File: src/rtl/vga_timing_pkg.sv
// Default 640x480@60 timing constants shared by the sync generator, the Pong top and the sync consumer.
// Derived start/end positions are inclusive.
package vga_timing_pkg;

    localparam int VGA_TOTAL_COLS    = 800;
    localparam int VGA_TOTAL_ROWS    = 525;
    localparam int VGA_ACTIVE_COLS   = 640;
    localparam int VGA_ACTIVE_ROWS   = 480;
    localparam int VGA_H_FRONT_PORCH = 16;
    localparam int VGA_H_SYNC_WIDTH  = 96;
    localparam int VGA_V_FRONT_PORCH = 10;
    localparam int VGA_V_SYNC_WIDTH  = 2;
    localparam int VGA_SYNC_ACTIVE_LOW = 1;

    localparam int VGA_H_SYNC_START = VGA_ACTIVE_COLS + VGA_H_FRONT_PORCH;
    localparam int VGA_H_SYNC_END   = VGA_H_SYNC_START + VGA_H_SYNC_WIDTH - 1;
    localparam int VGA_V_SYNC_START = VGA_ACTIVE_ROWS + VGA_V_FRONT_PORCH;
    localparam int VGA_V_SYNC_END   = VGA_V_SYNC_START + VGA_V_SYNC_WIDTH - 1;

    // Map an "in sync window" flag to the pin level for the chosen polarity.
    function automatic logic sync_level(input logic pulse, input bit active_low);
        return active_low ? ~pulse : pulse;
    endfunction

endpackage

File: src/rtl/vga_axis_counter.sv
// Purpose: wrapping 0..TERMINAL counter for one video axis, with a wrap pulse.
// Latency: count updates on the enabled edge; o_Wrap is combinational (enable AND count==TERMINAL).
// Backpressure: none; i_Enable=0 holds the count.
module vga_axis_counter #(
    parameter int TERMINAL = 799,
    parameter int WIDTH    = 10
) (
    input  logic             i_Clk,
    input  logic             i_Rst_L,
    input  logic             i_Enable,
    output logic [WIDTH-1:0] o_Count,
    output logic             o_Wrap
);

    if (TERMINAL >= (2 ** WIDTH) || TERMINAL < 1) begin : g_bad_terminal
        $error("vga_axis_counter: TERMINAL does not fit in WIDTH bits");
    end

    localparam logic [WIDTH-1:0] LAST = WIDTH'(TERMINAL);
    localparam logic [WIDTH-1:0] ONE  = WIDTH'(1);

    logic [WIDTH-1:0] r_Count;
    logic             w_At_Last;

    assign w_At_Last = (r_Count == LAST);

    always_ff @(posedge i_Clk or negedge i_Rst_L) begin
        if (!i_Rst_L) begin
            r_Count <= '0;
        end else if (i_Enable) begin
            r_Count <= w_At_Last ? '0 : r_Count + ONE;
        end
    end

    assign o_Count = r_Count;
    assign o_Wrap  = i_Enable & w_At_Last;

endmodule

File: src/rtl/vga_sync_gen.sv
// Purpose: free-running VGA timing: sync pulses, active flag, counts, frame strobe and frame counter.
// Latency: one enabled edge; outputs describe the counter value held before that edge.
// Backpressure: none; i_Enable=0 freezes everything except o_Frame_Start, which drops.
module vga_sync_gen
    import vga_timing_pkg::*;
#(
    parameter int TOTAL_COLS      = VGA_TOTAL_COLS,
    parameter int TOTAL_ROWS      = VGA_TOTAL_ROWS,
    parameter int ACTIVE_COLS     = VGA_ACTIVE_COLS,
    parameter int ACTIVE_ROWS     = VGA_ACTIVE_ROWS,
    parameter int H_FRONT_PORCH   = VGA_H_FRONT_PORCH,
    parameter int H_SYNC_WIDTH    = VGA_H_SYNC_WIDTH,
    parameter int V_FRONT_PORCH   = VGA_V_FRONT_PORCH,
    parameter int V_SYNC_WIDTH    = VGA_V_SYNC_WIDTH,
    parameter int SYNC_ACTIVE_LOW = VGA_SYNC_ACTIVE_LOW
) (
    input  logic                          i_Clk,
    input  logic                          i_Rst_L,
    input  logic                          i_Enable,
    output logic                          o_HSync,
    output logic                          o_VSync,
    output logic                          o_Active,
    output logic [$clog2(TOTAL_COLS)-1:0] o_Col_Count,
    output logic [$clog2(TOTAL_ROWS)-1:0] o_Row_Count,
    output logic                          o_Frame_Start,
    output logic [7:0]                    o_Frame_Count
);

    localparam int COL_W = $clog2(TOTAL_COLS);
    localparam int ROW_W = $clog2(TOTAL_ROWS);

    if ((ACTIVE_COLS + H_FRONT_PORCH + H_SYNC_WIDTH > TOTAL_COLS) ||
        (ACTIVE_ROWS + V_FRONT_PORCH + V_SYNC_WIDTH > TOTAL_ROWS)) begin : g_bad_timing
        $error("vga_sync_gen: sync window extends past the total line/frame size");
    end

    if (ACTIVE_COLS < 1 || ACTIVE_ROWS < 1 || H_SYNC_WIDTH < 1 || V_SYNC_WIDTH < 1) begin : g_bad_sizes
        $error("vga_sync_gen: active area and sync widths must be at least one");
    end

    // All bounds are inclusive so every constant fits the counter width without overflow.
    localparam logic [COL_W-1:0] H_ACT_LAST   = COL_W'(ACTIVE_COLS - 1);
    localparam logic [ROW_W-1:0] V_ACT_LAST   = ROW_W'(ACTIVE_ROWS - 1);
    localparam logic [COL_W-1:0] H_SYNC_FIRST = COL_W'(ACTIVE_COLS + H_FRONT_PORCH);
    localparam logic [COL_W-1:0] H_SYNC_LAST  = COL_W'(ACTIVE_COLS + H_FRONT_PORCH + H_SYNC_WIDTH - 1);
    localparam logic [ROW_W-1:0] V_SYNC_FIRST = ROW_W'(ACTIVE_ROWS + V_FRONT_PORCH);
    localparam logic [ROW_W-1:0] V_SYNC_LAST  = ROW_W'(ACTIVE_ROWS + V_FRONT_PORCH + V_SYNC_WIDTH - 1);
    localparam bit               ACT_LOW      = (SYNC_ACTIVE_LOW != 0);
    localparam logic             SYNC_IDLE    = ACT_LOW ? 1'b1 : 1'b0;

    logic [COL_W-1:0] w_Col;
    logic [ROW_W-1:0] w_Row;
    logic             w_Col_Wrap;
    logic             w_Row_En;
    logic             w_Row_Wrap;
    logic             w_In_HSync;
    logic             w_In_VSync;
    logic             w_In_Active;
    logic             w_At_Origin;

    logic             r_HSync;
    logic             r_VSync;
    logic             r_Active;
    logic [COL_W-1:0] r_Col_Count;
    logic [ROW_W-1:0] r_Row_Count;
    logic             r_Frame_Start;
    logic [7:0]       r_Frame_Count;
    logic [7:0]       r_Frames_Done;

    vga_axis_counter #(
        .TERMINAL (TOTAL_COLS - 1),
        .WIDTH    (COL_W)
    ) u_col_counter (
        .i_Clk    (i_Clk),
        .i_Rst_L  (i_Rst_L),
        .i_Enable (i_Enable),
        .o_Count  (w_Col),
        .o_Wrap   (w_Col_Wrap)
    );

    assign w_Row_En = i_Enable & w_Col_Wrap;

    vga_axis_counter #(
        .TERMINAL (TOTAL_ROWS - 1),
        .WIDTH    (ROW_W)
    ) u_row_counter (
        .i_Clk    (i_Clk),
        .i_Rst_L  (i_Rst_L),
        .i_Enable (w_Row_En),
        .o_Count  (w_Row),
        .o_Wrap   (w_Row_Wrap)
    );

    assign w_In_HSync  = (w_Col >= H_SYNC_FIRST) && (w_Col <= H_SYNC_LAST);
    assign w_In_VSync  = (w_Row >= V_SYNC_FIRST) && (w_Row <= V_SYNC_LAST);
    assign w_In_Active = (w_Col <= H_ACT_LAST) && (w_Row <= V_ACT_LAST);
    assign w_At_Origin = (w_Col == '0) && (w_Row == '0);

    // Completed frames count internally at the wrap; the output copy follows the
    // sample pipeline so it changes together with the (0,0) sample.
    always_ff @(posedge i_Clk or negedge i_Rst_L) begin
        if (!i_Rst_L) begin
            r_Frames_Done <= 8'd0;
        end else if (w_Row_Wrap) begin
            r_Frames_Done <= r_Frames_Done + 8'd1;
        end
    end

    always_ff @(posedge i_Clk or negedge i_Rst_L) begin
        if (!i_Rst_L) begin
            r_HSync       <= SYNC_IDLE;
            r_VSync       <= SYNC_IDLE;
            r_Active      <= 1'b0;
            r_Col_Count   <= '0;
            r_Row_Count   <= '0;
            r_Frame_Start <= 1'b0;
            r_Frame_Count <= 8'd0;
        end else begin
            r_Frame_Start <= 1'b0;
            if (i_Enable) begin
                r_HSync       <= sync_level(w_In_HSync, ACT_LOW);
                r_VSync       <= sync_level(w_In_VSync, ACT_LOW);
                r_Active      <= w_In_Active;
                r_Col_Count   <= w_Col;
                r_Row_Count   <= w_Row;
                r_Frame_Start <= w_At_Origin;
                r_Frame_Count <= r_Frames_Done;
            end
        end
    end

    assign o_HSync       = r_HSync;
    assign o_VSync       = r_VSync;
    assign o_Active      = r_Active;
    assign o_Col_Count   = r_Col_Count;
    assign o_Row_Count   = r_Row_Count;
    assign o_Frame_Start = r_Frame_Start;
    assign o_Frame_Count = r_Frame_Count;

endmodule
File: config.mk
export PLATFORM = sky130hd
export DESIGN_NAME = vga_sync_gen
export DESIGN_NICKNAME = d
export VERILOG_FILES = /design/src/rtl/vga_timing_pkg.sv /design/src/rtl/vga_axis_counter.sv /design/src/rtl/vga_sync_gen.sv
export SDC_FILE = /design/constraint.sdc
export NUM_CORES = 1
export LEC_CHECK = 0
export BUFFER_PORTS_ARGS = -buffer_cell sky130_fd_sc_hd__buf_2
export CAP_MARGIN = 20
export CORE_UTILIZATION = 43
export DETAILED_ROUTE_END_ITERATION = 10
export HOLD_SLACK_MARGIN = 0.02
export PLACE_DENSITY = 0.73
export SETUP_SLACK_MARGIN = 0.1
export SYNTH_ARGS = -nofsm -noshare
export SYNTH_HDL_FRONTEND = slang
export SYNTH_SLANG_ARGS = --single-unit
File: constraint.sdc
create_clock -name i_Clk -period 1.7 [get_ports i_Clk]
set_input_delay 0.17 -clock i_Clk [delete_from_list [all_inputs] [get_ports i_Clk]]
set_output_delay 0.17 -clock i_Clk [all_outputs]
set_load 0.01 [all_outputs]
==> results of run 1 <==
## metal layers
layer	share of wire	routed length, µm
met1	0.48	2749
met2	0.47	2668
met3	0.039	224
met4	0.014	83
met5	0	0
## sequential cells by signal, indices dropped and copies added (netlist names)
signal / count
o_Frame_Start: 1
o_Row_Count: 10
o_VSync: 1
o_Active: 1
u_col_counter.o_Count: 10
o_HSync: 1
u_row_counter.o_Count: 10
o_Frame_Count: 8
r_Frames_Done: 8
o_Col_Count: 10
## metrics by stage
stage               setup TNS, ns  total power (µW)  area (µm²)    util  worst slack (ns)
floorplan                -0.09261              1963        2783       -          -0.09261
global placement         -0.04426              2204        3297  0.5440          -0.01771
detailed placement        -0.2066              2222        3297  0.5440          -0.05191
CTS                             0              3528        3550  0.5857           0.07193
global route              -0.1045              3661        3647  0.6018          -0.08651
finish                          0              3489        3647  0.6018           0.03168
## what timing repair did
item                                   in CTS  in global routing
setup endpoints to repair                  15                 13
pin swaps                                   0                  6
setup buffers                               0                  3
gates cloned                                0                  0
hold buffers                                1                  0
endpoints found under the hold margin      58                  0
resized for setup                           7                 15
## power by group through the flow
| stage | Clock (µW) | Sequential (µW) | Combinational (µW) |
|---|---|---|---|
| 2_1_floorplan | 0 | 1640 | 325 |
| 3_3_place_gp | 0 | 1630 | 571 |
| 3_5_place_dp | 0 | 1640 | 580 |
| 4_1_cts | 1310 | 1620 | 593 |
| 5_1_grt | 1370 | 1630 | 660 |
| 6_report | 1270 | 1620 | 599 |
## worst register-to-register path: cells and delay by family (launching register included)
kind / cells / cell delay, ns
XOR/XNOR: 1 / 0.18
adder cells (fa/ha/maj): 1 / 0.18
AND/OR/NAND/NOR: 3 / 0.68
buffers and inverters: 1 / 0.17
flip-flops: 1 / 0.39
## worst max-delay path by stage
stage | start | endpoint | slack (ns)
final | u_col_counter.o_Count[1] | r_Frames_Done[5] | 0.03
after global routing | u_col_counter.o_Count[1] | r_Frames_Done[5] | -0.09
after CTS | u_row_counter.o_Count[0] | r_Frames_Done[6] | 0.07
after detailed placement | u_col_counter.o_Count[0] | r_Frames_Done[5] | -0.05
after global placement | u_col_counter.o_Count[1] | r_Frames_Done[1] | -0.02
after floorplan | u_col_counter.o_Count[1] | r_Frames_Done[1] | -0.09
## cell usage in the layout (no fill, tap or decap), types with 5 or more instances in the layout
cell,instances
buf_2,34
buf_4,35
buf_6,5
clkbuf_8,10
dfrtp_1,58
ha_1,5
inv_1,10
mux2_2,27
nand2_1,10
nand3_1,10
nand4_1,9
nor2_1,8
o21ai_0,9
xnor2_1,10
xor2_1,9
## cell type report
class	instances	area, µm²
Fill cell	491	2414
Tap cell	75	93.84
Sequential cell	60	1504
Multi-Input combinational cell	143	1271
Clock buffer	10	137.6
Clock inverter	6	63.81
Timing Repair Buffer	77	539.3
Inverter	10	37.54
## logic make-up after synthesis
| logic type | Yosys count |
|---|---|
| AND/OR/NAND/NOR | 73 |
| flip-flops | 60 |
| multiplexers | 28 |
| buffers and inverters | 23 |
| XOR/XNOR | 19 |
| AO/OA/AOI/OAI | 17 |
| adder cells (fa/ha/maj) | 6 |
==> summary.md, run 1 <==
| Metric | Value |
|---|---|
| Status | `finished clean` |
| Max FO, Critical Path | `7` |
| Critical-path cell list | `ha_4, nand4bb_4, or3_4, buf_6, nor4_4, xor2_1` |
| Synth Area in Simple Gates | `0.1831` |
| Share of layout cells above drive strength 1 | `0.4608` |
| Clk buf depth | `2` |
| Synth top area share | `0.5232` |
| Pleak | `0.001860 µW` |
| Io pins | `35` |
| Finished Layout Cells | `381` |
| CTS tree | `built` |
| Post-synthesis mux area share | `0.1137` |
| CP delay by family, top | `simple AND/OR/NAND/NOR gates` |
| RSZ-0062 raised after global routing | `true` |
| Final Hold Slack | `0.2482 ns` |
| Crit. End Element | `flop` |
| Seq/Total Area, Yosys | `0.5422` |
| Max cap viols | `0` |
| ANT nets after route | `0` |
| Vias in the first global route | `1,904` |
| CTS H-tree lvls | `3` |
| Inst Count DP | `about 360` |
| PD cells | `956.6 mW/mm²` |
| DP HPWL | `between 3000 and 4000 µm` |
| Syn_nets | `235` |
| Hold Fails Final Rpt | `0` |
| CTS buffer count | `9` |
| Largest net degree at the start of global routing | `61` |
| Core area | `0.006061 mm²` |
| # diodes | `0` |
| Clk_lat worst skew | `between 0.3 and 0.4 ns` |
| Period utilisation layout | `0.9814` |
| Clk_skew | `0.009714 ns` |
| Post-synth top cells | `58 x dfrtp_1, 28 x mux2_2` |
| Sequential share of power | `0.465` |
| Comb pwr share | `0.172` |
| Vias/cell | `5.276` |
| Synth cell types | `between 40 and 50` |
| YS warnings | `0` |
| CP Class | `flop to flop` |
| Syn Std Cell Area | `0.002774 mm²` |
| Crit path required time | `1.97 ns` |
| Area delta synth->final | `31.48%` |
| Gr busiest metal | `met2` |
| Overflow after GRT | `0` |
| Wire per inst | `15.03 µm` |
| Synthesized instance count | `226` |
| Mean Syn Cell Area | `roughly 12 µm²` |
| Largest family of logic cells by synthesized area | `simple AND/OR/NAND/NOR gates` |
| DIE HEIGHT | `82.32 µm` |
| Compound-Gate Fraction of Synth Area | `0.03608` |
| Yosys reg bits | `60` |
| Die area | `0.006776 mm²` |
| Clock sink total | `60` |
| Startpoint types | `flop` |
| Final min period | `1.668 ns` |
| Root Driver | `clkbuf_8` |
| Leading area contributor after synthesis | `dfrtp_1` |
| DRC | `0` |
| First-pass GRT wire length | `9197 µm` |
| Most frequent cell after synthesis | `dfrtp_1` |
| Power share of the clock group | `0.363` |
| Worst hold path type | `primary input to flop` |
| Fmax | `599.4 MHz` |
| Crit-path slowest cell | `or3_4` |
| R2R setup slack | `0.03 ns` |
| Max stage delay on crit path | `0.43 ns` |
| Int Power | `2540 µW` |
| IO buf count | `34` |
| Std cell rows | `28` |
| R2R cell count | `6` |
| Hold depth | `3` |
| Gpl congestion | `0.8593` |
| Slew Limit Fails | `0` |
| Met1 usage | `0.2527` |
| Top cells by area, synth | `dfrtp_1 52%, mux2_2 11%, xnor2_1 3.2%` |
| Sw Ratio | `0.2720` |
| Worst vdd ir | `around 790 µV` |
| Pre-antenna DRT Iters | `4` |
| Psw | `949.1 µW` |
| R2r startpoint | `u_col_counter.o_Count[1]` |
| Tightest Pin Transition | `0.3134 ns` |
| Total track usage | `0.1884` |
| Met3 Use GR | `0.05385` |
| Chip width | `82.32 µm` |
| Count of flip-flops with a built-in enable after synthesis | `0` |
| Ys async rst share | `1.000` |
| Antenna violations before repair | `0` |
| Effective utilization at floorplan | `0.4577` |
| Post-synthesis xor/xnor area fraction | `0.05999` |
| WL final | `between 5000 and 6000 µm` |
| Via count | `between 2k and 2.5k` |
| Most used DFF post-synth | `dfrtp_1` |
| Hold Crit Endpoint | `o_VSync` |
| GR Util met2 | `0.2810` |
| R2r endpoint | `r_Frames_Done[5]` |
| Final Setup Violations | `0` |
| Synth Area in Adders | `0.02706` |
| Worst rel slew slack | `0.7895` |
| Nets@finish | `310` |
| Iteration-0 DRC Markers | `106` |
| Worst hold start | `i_Enable` |
| Clock slew at reported path FFs | `0.07 ns` |
| Worst path bufs/invs | `1` |
| Worst Path Arrival | `1.93 ns` |
| CP Depth | `6` |
No activity file was read; power rests on OpenSTA's default activity.
==> run 2: changes to the inputs <==
--- a/config.mk
+++ b/config.mk
@@ -7,7 +7,9 @@
 export LEC_CHECK = 0
 export BUFFER_PORTS_ARGS = -buffer_cell sky130_fd_sc_hd__buf_2
 export CAP_MARGIN = 20
+export CORE_ASPECT_RATIO = 0.5
 export CORE_UTILIZATION = 43
+export CTS_BUF_LIST = sky130_fd_sc_hd__clkbuf_4
 export DETAILED_ROUTE_END_ITERATION = 10
 export HOLD_SLACK_MARGIN = 0.02
 export PLACE_DENSITY = 0.73
==> summary.md, run 2 (synthesis gave the netlist of run 1 again) <==
| Metric | Value |
|---|---|
| Chip width | `115.6 µm (+40%)` |
| CTS H-tree lvls | `3 (unchanged)` |
| Worst vdd ir | `324.9 µV (-59%)` |
| CTS tree | `built` |
| Total track usage | `0.1958 (+0.007449)` |
| Gpl congestion | `0.8693 (+1.2%)` |
| Comb pwr share | `0.204 (+0.032)` |
| Root Driver | `clkbuf_4` |
| Status | `finished clean` |
| Final min period | `1.677 ns (+0.008280 ns)` |
| CP Class | `flop to flop` |
| Clock sink total | `60 (unchanged)` |
| Sw Ratio | `0.2889 (+0.01685)` |
| Largest net degree at the start of global routing | `61 (unchanged)` |
| Final instance area | `0.003575 mm² (-2.0%)` |
| Final Setup Violations | `0 (unchanged)` |
| Slew Limit Fails | `0 (unchanged)` |
| GR Util met2 | `0.3251 (+0.04407)` |
| Crit-path slowest cell | `dfrtp_1` |
| Psw | `887.2 µW (-6.5%)` |
| Vias/cell | `5.259 (-0.31%)` |
| Startpoint types | `flop` |
| Met1 usage | `0.2453 (-0.007348)` |
| Commonest non-fill, non-tap cell in the layout | `dfrtp_1` |
| Io pins | `35 (unchanged)` |
| Crit path required time | `2.00 ns (+0.03 ns)` |
| Worst hold path type | `primary input to flop` |
| Placed inst area | `0.003268 mm² (-0.87%)` |
| First-pass GRT wire length | `9942 µm (+8.1%)` |
| Pre-antenna DRT Iters | `4 (unchanged)` |
| Final Hold Slack | `0.2134 ns (-0.03481 ns)` |
| DP HPWL | `3990 µm (-0.16%)` |
| Iteration-0 DRC Markers | `98 (-7.5%)` |
| Power share of the clock group | `0.267 (-0.096)` |
| Fmax | `596.4 MHz (-0.49%)` |
| DRC | `0 (unchanged)` |
| Worst rel slew slack | `0.7193 (-0.07017)` |
| Max cap viols | `0 (unchanged)` |
| Clk_skew | `0.01096 ns (+0.001250 ns)` |
| Wire per inst | `15.18 µm (+1.0%)` |
| Power, Total | `3071 µW (-12%)` |
| Pleak | `0.001817 µW (-2.3%)` |
| ANT nets after route | `0 (unchanged)` |
| Overflow after GRT | `0 (unchanged)` |
| Tightest Pin Transition | `0.4172 ns (+0.1038 ns)` |
| Effective utilization at floorplan | `0.4506 (-0.007070)` |
| Die area | `0.006796 mm² (+0.30%)` |
| Std cell rows | `20 (-29%)` |
| RSZ-0062 raised after global routing | `true` |
| Area delta synth->final | `28.87%` |
| Worst Path Arrival | `1.97 ns (+0.04 ns)` |
| Gr busiest metal | `met2` |
| # diodes | `0 (unchanged)` |
| Vias in the first global route | `2,068 (+8.6%)` |
| IO buf count | `34 (unchanged)` |
| Crit. End Element | `flop` |
| Via count | `2,051 (+2.0%)` |
| Clk_lat worst skew | `0.41 ns (+0.07 ns)` |
| PD cells | `859.1 mW/mm² (-10%)` |
| Int Power | `2184 µW (-14%)` |
| Clock slew at reported path FFs | `0.09 ns (+0.02 ns)` |
| Period utilisation layout | `0.9862 (+0.004870)` |
| Antenna violations before repair | `0 (unchanged)` |
| Max FO, Critical Path | `6 (-1)` |
| CTS buffer count | `9 (unchanged)` |
| Critical-path cell list | `ha_4, nand4bb_4, or3_4, nor2_4, mux2_4` |
| Share of layout cells above drive strength 1 | `0.4570 (-0.003831)` |
| Most frequent cells in the layout | `57 x dfrtp_1, 34 x buf_2, 31 x buf_4, 27 x mux2_2, 12 x clkbuf_4` |
| Met3 Use GR | `0.06488 (+0.01104)` |
| Sequential share of power | `0.529 (+0.064)` |
| Hold Fails Final Rpt | `0 (unchanged)` |
| Nets@finish | `307 (-0.97%)` |
| Clk buf depth | `2 (unchanged)` |
| Core area | `0.006156 mm² (+1.6%)` |
| TNS Setup | `0 ns (unchanged)` |
| Max stage delay on crit path | `0.41 ns (-0.02 ns)` |
| WL final | `5921 µm (+3.4%)` |
| DIE HEIGHT | `58.80 µm (-29%)` |
-- run 2: path summary, 6_finish.rpt --
path                                               start               end  slack [ns]  depth (start not counted)
worst max-delay path            u_col_counter.o_Count[1]  r_Frames_Done[1]        0.02                          5
worst min-delay path                            i_Enable    o_Col_Count[4]        0.21                          4
worst max register to register  u_col_counter.o_Count[1]  r_Frames_Done[1]        0.02                          5
worst min register to register          r_Frames_Done[7]  r_Frames_Done[7]        0.49                          1
max in group asynchronous                        i_Rst_L           o_HSync        1.11                          3
min in group asynchronous                        i_Rst_L    o_Row_Count[2]        0.30                          3
-- run 2: power groups by stage --
stage,Clock [µW],Combinational (µW),Sequential (µW)
after detailed placement,0,564,1640
final,821,626,1620
after global placement,0,555,1640
after CTS,854,600,1610
after global routing,915,691,1640
after floorplan,0,325,1640
-- run 2: worst max-delay path: cells and delay by family, from the launching register on --
family                     cells  cell delay, ns
adders and majority gates      1            0.18
muxes                          1            0.31
DFF                            1            0.41
and+or+nand+nor                3            0.67
-- run 2: cell type report --
class | count | area (µm²)
Fill cell | 510 | 2581
Sequential cell | 60 | 1505
Inverter | 10 | 37.54
Timing Repair Buffer | 74 | 538.0
Clock inverter | 3 | 15.01
Tap cell | 88 | 110.1
Clock buffer | 12 | 90.09
Multi-Input combinational cell | 143 | 1279
-- run 2: repair_timing --
| action | CTS | global route |
|---|---|---|
| setup buffers | 3 | 3 |
| gates cloned | 0 | 0 |
| endpoints found under the hold margin | 58 | 0 |
| hold buffers | 1 | 0 |
| setup endpoints to repair | 17 | 17 |
| resized for setup | 10 | 14 |
| pin swaps | 4 | 11 |
-- run 2: metal layers --
metal / share of wire / vias up
li1: - / 959
met1: 0.43 / 1028
met2: 0.50 / 58
met3: 0.057 / 6
met4: 0.011 / 0
met5: 0 / -
-- run 2: per-stage QoR --
step | util | setup slack, ns | std cells
floorplan | - | -0.09261 | 226
global placement | 0.5309 | -0.02043 | 368
detailed placement | 0.5309 | -0.1020 | 368
CTS | 0.5630 | 0.02453 | 387
global route | 0.5807 | -0.07914 | 390
finish | 0.5807 | 0.02340 | 390
